[config.mk]
export PLATFORM = sky130hd
export DESIGN_NAME = multicycle_ctrl_flat
export DESIGN_NICKNAME = d
export VERILOG_FILES = /design/src/rtl/multicycle_ctrl_pkg.sv /design/src/rtl/multicycle_ctrl_if.sv /design/src/rtl/ctrl_decode.sv /design/src/rtl/multicycle_ctrl.sv /design/src/flat_wrapper.sv
export SDC_FILE = /design/constraint.sdc
export NUM_CORES = 1
export LEC_CHECK = 0
export BUFFER_PORTS_ARGS = -buffer_cell sky130_fd_sc_hd__buf_2
export CAP_MARGIN = 20
export CORE_ASPECT_RATIO = 1.75
export CORE_UTILIZATION = 30
export CTS_BUF_LIST = sky130_fd_sc_hd__clkbuf_4 sky130_fd_sc_hd__clkbuf_8
export DETAILED_ROUTE_END_ITERATION = 8
export GPL_ROUTABILITY_DRIVEN = 0
export PLACE_DENSITY_LB_ADDON = 0.12
export SETUP_SLACK_MARGIN = 0.5
export SYNTH_ARGS = -nofsm -noshare
export SYNTH_HDL_FRONTEND = slang
export SYNTH_SLANG_ARGS = --single-unit
[constraint.sdc]
create_clock -name clk -period 4.2 [get_ports clk]
set_input_delay 0.21 -clock clk [delete_from_list [all_inputs] [get_ports clk]]
set_output_delay 0.21 -clock clk [all_outputs]
set_load 0.02 [all_outputs]
[src/rtl/multicycle_ctrl_pkg.sv]
// Shared encodings for the 16-bit multicycle CPU: opcodes, ALU ops, mux selects,
// FSM state encoding and the packed control word driven by multicycle_ctrl.
package multicycle_ctrl_pkg;

  typedef enum logic [3:0] {
    OP_ADD  = 4'h0,
    OP_SUB  = 4'h1,
    OP_AND  = 4'h2,
    OP_OR   = 4'h3,
    OP_XOR  = 4'h4,
    OP_ADDI = 4'h5,
    OP_LD   = 4'h6,
    OP_ST   = 4'h7,
    OP_BEQZ = 4'h8,
    OP_JMP  = 4'h9,
    OP_LI   = 4'hA,
    OP_HALT = 4'hF
  } opcode_t;

  typedef enum logic [2:0] {
    ALU_ADD   = 3'd0,
    ALU_SUB   = 3'd1,
    ALU_AND   = 3'd2,
    ALU_OR    = 3'd3,
    ALU_XOR   = 3'd4,
    ALU_PASSB = 3'd5
  } alu_op_t;

  typedef enum logic [1:0] {
    SRCA_PC   = 2'b00,
    SRCA_A    = 2'b01,
    SRCA_ZERO = 2'b10
  } srca_t;

  typedef enum logic [1:0] {
    SRCB_B   = 2'b00,
    SRCB_ONE = 2'b01,
    SRCB_IMM = 2'b10
  } srcb_t;

  typedef enum logic [1:0] {
    PCSEL_ALU = 2'b00,
    PCSEL_BR  = 2'b01,
    PCSEL_JMP = 2'b10
  } pcsel_t;

  typedef enum logic {
    ADDR_PC  = 1'b0,
    ADDR_ALU = 1'b1
  } addr_sel_t;

  typedef enum logic [3:0] {
    S_IF1  = 4'd0,
    S_IF2  = 4'd1,
    S_ID   = 4'd2,
    S_BR   = 4'd3,
    S_EXR  = 4'd4,
    S_EXI  = 4'd5,
    S_WB   = 4'd6,
    S_MA   = 4'd7,
    S_LDR  = 4'd8,
    S_LDM  = 4'd9,
    S_LDW  = 4'd10,
    S_STW  = 4'd11,
    S_HALT = 4'd12
  } state_t;

  typedef struct packed {
    logic      IRload;
    logic      Aload;
    logic      Bload;
    logic      ALUOutLoad;
    logic      MDRload;
    logic      RegWrite;
    logic      MemRead;
    logic      MemWrite;
    logic      MemToReg;
    addr_sel_t AddrSel;
    logic      PCWrite;
    srca_t     ALUSrcA;
    srcb_t     ALUSrcB;
    alu_op_t   ALUOp;
    pcsel_t    PCSel;
    logic      halted;
    logic      illegal;
  } ctrl_t;

endpackage

[src/rtl/multicycle_ctrl_if.sv]
// Controller <-> datapath bundle: IR opcode and zero flag in, every enable and select out.
interface multicycle_ctrl_if;
  logic [3:0] opcode;
  logic       zero;
  logic       IRload, Aload, Bload, ALUOutLoad, MDRload, RegWrite;
  logic       MemRead, MemWrite, MemToReg, AddrSel, PCWrite;
  logic [1:0] ALUSrcA, ALUSrcB, PCSel;
  logic [2:0] ALUOp;

  modport master (
    input  opcode, zero,
    output IRload, Aload, Bload, ALUOutLoad, MDRload, RegWrite,
           MemRead, MemWrite, MemToReg, AddrSel, PCWrite,
           ALUSrcA, ALUSrcB, PCSel, ALUOp
  );

  modport slave (
    output opcode, zero,
    input  IRload, Aload, Bload, ALUOutLoad, MDRload, RegWrite,
           MemRead, MemWrite, MemToReg, AddrSel, PCWrite,
           ALUSrcA, ALUSrcB, PCSel, ALUOp
  );
endinterface

[src/rtl/ctrl_decode.sv]
// Combinational opcode classifier; exactly one class flag is high for any opcode.
module ctrl_decode
  import multicycle_ctrl_pkg::*;
#(
  parameter logic [3:0] HALT_OPCODE = 4'hF
) (
  input  logic [3:0] opcode,
  output logic       is_alu,
  output logic       is_imm,
  output logic       is_ld,
  output logic       is_st,
  output logic       is_br,
  output logic       is_jmp,
  output logic       is_halt,
  output logic       is_illegal
);

  always_comb begin
    is_alu     = 1'b0;
    is_imm     = 1'b0;
    is_ld      = 1'b0;
    is_st      = 1'b0;
    is_br      = 1'b0;
    is_jmp     = 1'b0;
    is_halt    = 1'b0;
    is_illegal = 1'b0;
    // The halt opcode is a parameter, so it takes priority over the fixed table.
    if (opcode == HALT_OPCODE) begin
      is_halt = 1'b1;
    end else begin
      case (opcode)
        OP_ADD, OP_SUB, OP_AND, OP_OR, OP_XOR: is_alu = 1'b1;
        OP_ADDI, OP_LI:                        is_imm = 1'b1;
        OP_LD:                                 is_ld  = 1'b1;
        OP_ST:                                 is_st  = 1'b1;
        OP_BEQZ:                               is_br  = 1'b1;
        OP_JMP:                                is_jmp = 1'b1;
        default:                               is_illegal = 1'b1;
      endcase
    end
  end

endmodule

[src/rtl/multicycle_ctrl.sv]
// Moore control FSM for the multicycle datapath: fetch/decode/execute/memory/writeback,
// with run gating in IF1, halt parking, illegal-opcode pulse and a retired-instruction count.
module multicycle_ctrl
  import multicycle_ctrl_pkg::*;
#(
  parameter logic [3:0] HALT_OPCODE = 4'hF,
  parameter int         CNT_W       = 32
) (
  input  logic                clk,
  input  logic                reset,
  input  logic                run,
  multicycle_ctrl_if.master   dp,
  output logic                halted,
  output logic                illegal,
  output logic [CNT_W-1:0]    retired
);

  state_t state_q, state_d;
  logic   retire;
  ctrl_t  c;
  logic   is_alu, is_imm, is_ld, is_st, is_br, is_jmp, is_halt, is_illegal;

  ctrl_decode #(.HALT_OPCODE(HALT_OPCODE)) u_decode (
    .opcode     (dp.opcode),
    .is_alu     (is_alu),
    .is_imm     (is_imm),
    .is_ld      (is_ld),
    .is_st      (is_st),
    .is_br      (is_br),
    .is_jmp     (is_jmp),
    .is_halt    (is_halt),
    .is_illegal (is_illegal)
  );

  always_ff @(posedge clk or posedge reset) begin
    if (reset) begin
      state_q <= S_IF1;
      retired <= '0;
    end else begin
      state_q <= state_d;
      if (retire) retired <= retired + {{(CNT_W-1){1'b0}}, 1'b1};
    end
  end

  always_comb begin
    state_d = state_q;
    retire  = 1'b0;
    case (state_q)
      S_IF1: if (run) state_d = S_IF2;
      S_IF2: state_d = S_ID;
      S_ID: begin
        if (is_jmp) begin
          state_d = S_IF1;
          retire  = 1'b1;
        end else if (is_br) begin
          if (dp.zero) begin
            state_d = S_BR;
          end else begin
            state_d = S_IF1;
            retire  = 1'b1;
          end
        end else if (is_halt) begin
          state_d = S_HALT;
          retire  = 1'b1;
        end else if (is_alu) begin
          state_d = S_EXR;
        end else if (is_imm) begin
          state_d = S_EXI;
        end else if (is_ld || is_st) begin
          state_d = S_MA;
        end else begin
          state_d = S_IF1;
        end
      end
      S_BR: begin
        state_d = S_IF1;
        retire  = 1'b1;
      end
      S_EXR, S_EXI: state_d = S_WB;
      S_MA: begin
        if (is_ld)      state_d = S_LDR;
        else if (is_st) state_d = S_STW;
        else            state_d = S_IF1;
      end
      S_LDR: state_d = S_LDM;
      S_LDM: state_d = S_LDW;
      S_WB, S_LDW, S_STW: begin
        state_d = S_IF1;
        retire  = 1'b1;
      end
      S_HALT: state_d = S_HALT;
      default: state_d = S_IF1;
    endcase
  end

  always_comb begin
    c = '0;
    case (state_q)
      S_IF1: begin
        if (run) begin
          c.AddrSel    = ADDR_PC;
          c.MemRead    = 1'b1;
          c.ALUSrcA    = SRCA_PC;
          c.ALUSrcB    = SRCB_ONE;
          c.ALUOp      = ALU_ADD;
          c.ALUOutLoad = 1'b1;
        end
      end
      S_IF2: begin
        c.IRload  = 1'b1;
        c.PCWrite = 1'b1;
        c.PCSel   = PCSEL_ALU;
      end
      S_ID: begin
        // Branch target PC+1+imm is precomputed here for every opcode.
        c.Aload      = 1'b1;
        c.Bload      = 1'b1;
        c.ALUSrcA    = SRCA_PC;
        c.ALUSrcB    = SRCB_IMM;
        c.ALUOp      = ALU_ADD;
        c.ALUOutLoad = 1'b1;
        c.illegal    = is_illegal;
        if (is_jmp) begin
          c.PCWrite = 1'b1;
          c.PCSel   = PCSEL_JMP;
        end
      end
      S_BR: begin
        c.PCWrite = 1'b1;
        c.PCSel   = PCSEL_BR;
      end
      S_EXR: begin
        c.ALUSrcA    = SRCA_A;
        c.ALUSrcB    = SRCB_B;
        c.ALUOp      = alu_op_t'(dp.opcode[2:0]);
        c.ALUOutLoad = 1'b1;
      end
      S_EXI: begin
        c.ALUSrcA    = (dp.opcode == OP_ADDI) ? SRCA_A : SRCA_ZERO;
        c.ALUSrcB    = SRCB_IMM;
        c.ALUOp      = ALU_ADD;
        c.ALUOutLoad = 1'b1;
      end
      S_WB: c.RegWrite = 1'b1;
      S_MA: begin
        c.ALUSrcA    = SRCA_ZERO;
        c.ALUSrcB    = SRCB_IMM;
        c.ALUOp      = ALU_ADD;
        c.ALUOutLoad = 1'b1;
      end
      S_LDR: begin
        c.AddrSel = ADDR_ALU;
        c.MemRead = 1'b1;
      end
      S_LDM: c.MDRload = 1'b1;
      S_LDW: begin
        c.RegWrite = 1'b1;
        c.MemToReg = 1'b1;
      end
      S_STW: begin
        c.AddrSel  = ADDR_ALU;
        c.MemWrite = 1'b1;
      end
      S_HALT: c.halted = 1'b1;
      default: c = '0;
    endcase
    // Outputs are forced quiet for the whole reset window, even with run high in IF1.
    if (reset) c = '0;
  end

  assign dp.IRload     = c.IRload;
  assign dp.Aload      = c.Aload;
  assign dp.Bload      = c.Bload;
  assign dp.ALUOutLoad = c.ALUOutLoad;
  assign dp.MDRload    = c.MDRload;
  assign dp.RegWrite   = c.RegWrite;
  assign dp.MemRead    = c.MemRead;
  assign dp.MemWrite   = c.MemWrite;
  assign dp.MemToReg   = c.MemToReg;
  assign dp.AddrSel    = c.AddrSel;
  assign dp.PCWrite    = c.PCWrite;
  assign dp.ALUSrcA    = c.ALUSrcA;
  assign dp.ALUSrcB    = c.ALUSrcB;
  assign dp.ALUOp      = c.ALUOp;
  assign dp.PCSel      = c.PCSel;
  assign halted        = c.halted;
  assign illegal       = c.illegal;

endmodule

[src/flat_wrapper.sv]
// flat-port wrapper written by rule: the top's interface ports become plain ports
module multicycle_ctrl_flat import multicycle_ctrl_pkg::*;
#(
  parameter logic [3:0] HALT_OPCODE = 4'hF,
  parameter int         CNT_W       = 32
)
  (clk, reset, run, halted, illegal, retired, dp_opcode, dp_zero, dp_IRload, dp_Aload, dp_Bload, dp_ALUOutLoad, dp_MDRload, dp_RegWrite, dp_MemRead, dp_MemWrite, dp_MemToReg, dp_AddrSel, dp_PCWrite, dp_ALUSrcA, dp_ALUSrcB, dp_PCSel, dp_ALUOp);
  multicycle_ctrl_if dp_i ();
  input  logic clk;
  input  logic reset;
  input  logic run;
  output logic halted;
  output logic illegal;
  output logic [CNT_W-1:0] retired;
  input wire logic [$bits(dp_i.opcode)-1:0] dp_opcode;
  input wire logic [$bits(dp_i.zero)-1:0] dp_zero;
  output wire logic [$bits(dp_i.IRload)-1:0] dp_IRload;
  output wire logic [$bits(dp_i.Aload)-1:0] dp_Aload;
  output wire logic [$bits(dp_i.Bload)-1:0] dp_Bload;
  output wire logic [$bits(dp_i.ALUOutLoad)-1:0] dp_ALUOutLoad;
  output wire logic [$bits(dp_i.MDRload)-1:0] dp_MDRload;
  output wire logic [$bits(dp_i.RegWrite)-1:0] dp_RegWrite;
  output wire logic [$bits(dp_i.MemRead)-1:0] dp_MemRead;
  output wire logic [$bits(dp_i.MemWrite)-1:0] dp_MemWrite;
  output wire logic [$bits(dp_i.MemToReg)-1:0] dp_MemToReg;
  output wire logic [$bits(dp_i.AddrSel)-1:0] dp_AddrSel;
  output wire logic [$bits(dp_i.PCWrite)-1:0] dp_PCWrite;
  output wire logic [$bits(dp_i.ALUSrcA)-1:0] dp_ALUSrcA;
  output wire logic [$bits(dp_i.ALUSrcB)-1:0] dp_ALUSrcB;
  output wire logic [$bits(dp_i.PCSel)-1:0] dp_PCSel;
  output wire logic [$bits(dp_i.ALUOp)-1:0] dp_ALUOp;
  assign dp_i.opcode = dp_opcode;
  assign dp_i.zero = dp_zero;
  assign dp_IRload = dp_i.IRload;
  assign dp_Aload = dp_i.Aload;
  assign dp_Bload = dp_i.Bload;
  assign dp_ALUOutLoad = dp_i.ALUOutLoad;
  assign dp_MDRload = dp_i.MDRload;
  assign dp_RegWrite = dp_i.RegWrite;
  assign dp_MemRead = dp_i.MemRead;
  assign dp_MemWrite = dp_i.MemWrite;
  assign dp_MemToReg = dp_i.MemToReg;
  assign dp_AddrSel = dp_i.AddrSel;
  assign dp_PCWrite = dp_i.PCWrite;
  assign dp_ALUSrcA = dp_i.ALUSrcA;
  assign dp_ALUSrcB = dp_i.ALUSrcB;
  assign dp_PCSel = dp_i.PCSel;
  assign dp_ALUOp = dp_i.ALUOp;
  multicycle_ctrl #(.HALT_OPCODE(HALT_OPCODE), .CNT_W(CNT_W)) u_core (.clk(clk), .reset(reset), .run(run), .dp(dp_i), .halted(halted), .illegal(illegal), .retired(retired));
endmodule
======== Yosys cells after proc, flatten, opt, wreduce, memory -nomap -nowiden ========
Index checks and enable logic that the tools add are counted.
Widths: inputs -> output; s select.
word-level totals
  register bits ........................... 36
  bits of input ports ..................... 8
  output and inout bits ................... 54
  word-level logic and storage cells ...... 90
operators by class
  add/sub/neg operators ................... 1
  eq/ne operators ......................... 24
  mux-type cells .......................... 51
  reductions and logical operators ........ 12
operators with widths
  operator               count
  $eq 4x4->1 const B     9
  $mux 4                 9
  $pmux 7 s5             1
  $add 32x1->32 const B  1
  $eq 4x3->1 const B     8
  $pmux 4 s8             1
  $mux 1                 29
  $mux 22                1
  $eq 4x2->1 const B     4
  $reduce_or 11->1       1
  $reduce_or 2->1        5
  $eq 4x1->1 const B     2
  $logic_not 4->1        2
  $mux 2                 4
  $pmux 1 s2             4
  $reduce_or 4->1        2
  $reduce_or 5->1        1
  $pmux 2 s2             1
  $mux 3                 1
  $ne 2x2->1 const B     1
  $logic_or 1x1->1       1

======== Logic depth before layout (Yosys ltp) ========
  depth after elaboration ................. 11
  gate-level depth with buffers ........... 6
  depth with buffers taken out ............ 5

======== Hierarchy ========
A second synthesis with hierarchy kept.
second synthesis, totals
  cell total of the unflattened synthesis .. 243
  area, all modules ....................... 2,249.7 um^2
modules (own cells, without submodules)
  module           instances  cells an instance  area an instance (um^2)  sequential area each (um^2)
  multicycle_ctrl  1          228                2,145.8                  900.9
  ctrl_decode      1          15                 103.8                    0.0

======== Worst setup path after synthesis ========
Ideal clock, no wire load.
  path type ............................... reg-to-output
  start point ............................. reg u_core.state_q[3]
  end point ............................... out dp_PCWrite
  data arrival time ....................... 2,105 ps
  required time ........................... 3,990 ps
  setup slack ............................. 1,885 ps
  cell stages (with the launch flop) ...... 7
  buffers on the path ..................... 1
  cell sequence ........................... dfrtp_1 clkbuf_8 inv_1 nand2_1 nor4_1 and3_1 o21bai_1
between the ends
  cells in the longest elaborated chain, start to end .. 4
  elaborated cells between the ends (all ways) .. 6
  those cells by class .................... eq/ne: 3; mux: 2; reduce/logical: 1
RTL lines
  element                                   RTL line                RTL
  start, declared                           multicycle_ctrl.sv:18   state_t state_q, state_d;
  start signal, assigned                    multicycle_ctrl.sv:40   state_q <= state_d;
  $eq 4x2->1 or $eq 4x1->1 (tied branches)  multicycle_ctrl.sv:98   case (state_q)
  $reduce_or 2->1 (no source line)          --
  $pmux 1 s2 *                              multicycle_ctrl.sv:98
  $mux 22 *                                 multicycle_ctrl.sv:168  if (reset) c = '0;
  end, declared                             flat_wrapper.sv:27      output wire logic [$bits(dp_i.PCWrite)-1:0] dp_PCWrite;
Mark *: on every way between the ends. The rest lies on a longest branch, timed or not.

======== Final worst setup path ========
  start point ............................. reg u_core.state_q[1]
  end point ............................... out dp_PCWrite
Same word-level chain as after synthesis.

==> out/qor.txt <==
EDFF count, synth - 0
leading area contributor after synthesis - dfrtp_1
Synth-to-Final Area Change - 17.93%
Seq/Total Area, Yosys - 41.12%
net switching power of the design - 0.5537 mW
setup TNS - 0 ns
largest family of logic cells by synthesized area - simple AND/OR/NAND/NOR gates
critical path cell sequence - nand2_1 -> nor4_1 -> and3_1 -> o21bai_1 -> buf_2
Final Util - 37.14%
xor/xnor share of the synthesized area - 13.59%
Tot GR Track Use - 15.46%
via count - 1903
Root Buffer - clkbuf_8
Final #Nets - 295
Worst path max stage delay - 0.69 ns
# setup viols final - 0
Hold Path Class - in -> async
Critical-path top delay cell - dfrtp_1
Fmax - 417.6 MHz
clk sinks - 36
leak pwr - 1.269 nW
CP required - 3.99 ns
global-route wire length before repair - 9018 um
Hold Buf Count CTS - 0
register clock-pin slew on the reported worst setup and hold paths - 0.08 ns
cts repair resizes - 0
Max Root-Sink Buffers - 2
max-cap violations - 0
Pwr Total - 1.257 mW
Die H - 115.1 um
Post-Syn Area - 2191 um^2
Reg power frac - 41.2%
FFs w/ async S/R, synth - 100.0%
TritonCTS clock tree - done
most frequent cells in the layout - buf_2, dfrtp_1, nand2_1
Synth Area in Adders - 0.5711%
Post-synth top flop - dfrtp_1
worst skew pair latency - 0.29 ns
FF+latch count, synth - 36
FF+latch area - 900.9 um^2
initial antenna violation count - 0
Compound-Gate Fraction of Synth Area - 9.823%
Warnings, synthesis - 0
Port Buffers - 61
total congestion overflow - 0
Mapped Cells - 230
RSZ-0062 raised after global routing - false
vias in the first global route - 1817
post-route setup slack - 1.806 ns
final hold vios - 0
fin crit share - 57.01%
CTS H-Tree Depth - 2
drt pass-1 iters - 4
Yosys cell types - 46
Fillers - 747
commonest non-fill, non-tap cell in the layout - buf_2
top cell type's share of synthesized area - 41.12%
syn avg cell area - 9.525 um^2
Slew @ Worst Pin - 0.8101 ns
Worst Setup End Kind - primary output
CTS buffer count - 5
skew final - 0.01011 ns
boundary pin count - 62
Post-CTS Setup Bufs - 0
Cell Int Power - 0.7034 mW
post-DP HPWL - 4039 um
Post-route DRC - 0
initial core utilization - 31.49%
wire per inst - 14.96 um
area of the multi-input gates - 1149 um^2
PwrDens - 486.6 nW/um^2
Gate power share - 37.5%
final WL - 5552 um
Synth area leaders - dfrtp_1, xnor2_1, nand2_1, xor2_1, nand4_1
detailed router's first-iteration violation count - 128
Vias/cell - 5.129
simple-gate share of the synthesized area - 27.93%
Critical Path AT - 2.18 ns
worst slack at placement - 1.978 ns
Clock power frac - 21.3%
Max Transition Viols Final - 0
critical path class - reg -> out
syn nets - 239
layout cells sized above 1 - 29.27%
maximum vdd ir drop - 216.6 uV
largest net degree at the start of global routing - 38
die width - 66.60 um
Startpoint Class - register
Max FO, Critical Path - 17
setup slack, reg-to-reg - 1.95 ns
status - complete, no violations
row cnt - 40
total core area - 6957 um^2
mux contribution to synthesized area - 0.5140%
n_diodes - 0
max_slew headroom - 45.28%
area of the die - 7662 um^2
Sw Ratio - 44.05%
Antenna Nets Post-Route - 0
fin crit period - 2.394 ns
==> path summary, 6_finish.rpt <==
kind	from	to	cells after the start
worst max-delay path	u_core.state_q[1]$_DFFE_PP0P_	dp_PCWrite	5
worst min-delay path	reset	u_core.retired[30]$_DFFE_PP0P_	3
worst max register to register	u_core.state_q[3]$_DFFE_PP0P_	u_core.retired[26]$_DFFE_PP0P_	5
worst min register to register	u_core.retired[31]$_DFFE_PP0P_	u_core.retired[31]$_DFFE_PP0P_	1
max in group asynchronous	reset	u_core.retired[23]$_DFFE_PP0P_	3
min in group clk	run	u_core.state_q[0]$_DFFE_PP0P_	3
==> synth_stat cells, types with 6 or more instances <==
library cell / number
dfrtp_1: 36
nand2_1: 29
xnor2_1: 24
nor2_1: 14
nand4_1: 12
nand3_1: 10
xor2_1: 10
nor3_1: 9
and3_1: 8
nor4_1: 8
o21ai_0: 7
clkbuf_1: 6
==> stage by stage <==
step | cell area (um^2) | hold WS, ns | cells
after floorplan | 2191 | 0.3510 | 230
after global placement | 2486 | 0.4589 | 363
after detailed placement | 2486 | 0.4621 | 363
after CTS | 2584 | 0.1462 | 371
after global routing | 2584 | 0.1869 | 371
final | 2584 | 0.1373 | 371
==> cell families after synthesis <==
kind of cell,Yosys count
mux,1
buf+inv,18
flops,36
xor+xnor,34
simple gates,113
compound gates,27
fa+ha+maj,1
==> per-layer routing <==
metal | vias up | wire [um] | global-route usage (%)
li1 | 920 | - | -
met2 | 59 | 2883 | 26.80
met4 | 0 | 130 | 6.667
met3 | 8 | 256 | 2.778
met5 | - | 0 | 0
met1 | 916 | 2281 | 18.16
==> sequential cells by signal, summed over array words and instances (netlist names) <==
signal	flops
u_core.retired	32
u_core.state_q	4
==> worst max-delay path: cells and delay by family, from the launching register on <==
| kind | cells | cell delay [ns] |
|---|---|---|
| AND/OR/NAND/NOR | 3 | 0.91 |
| buffers and inverters | 1 | 0.18 |
| flip-flops | 1 | 0.69 |
| AO/OA/AOI/OAI | 1 | 0.10 |
==> power groups by stage <==
stage          Combinational, mW  Sequential (mW)  Clock, mW
6_report                   0.471            0.518      0.268
4_1_cts                    0.478            0.516      0.278
2_1_floorplan              0.445            0.468          0
3_3_place_gp               0.476            0.521          0
3_5_place_dp               0.475            0.523          0
5_1_grt                    0.521            0.532      0.290
==> final cells by class <==
| class | instances | area share (%) |
|---|---|---|
| inverter | 5 | 0.7264 |
| tap | 84 | 4.068 |
| clock inverter | 1 | 0.2906 |
| timing repair buffer | 62 | 12.11 |
| multi-input combinational | 176 | 44.46 |
| clock buffer | 7 | 3.487 |
| sequential | 36 | 34.87 |
Note: power is estimated with default switching activity, not from simulation.
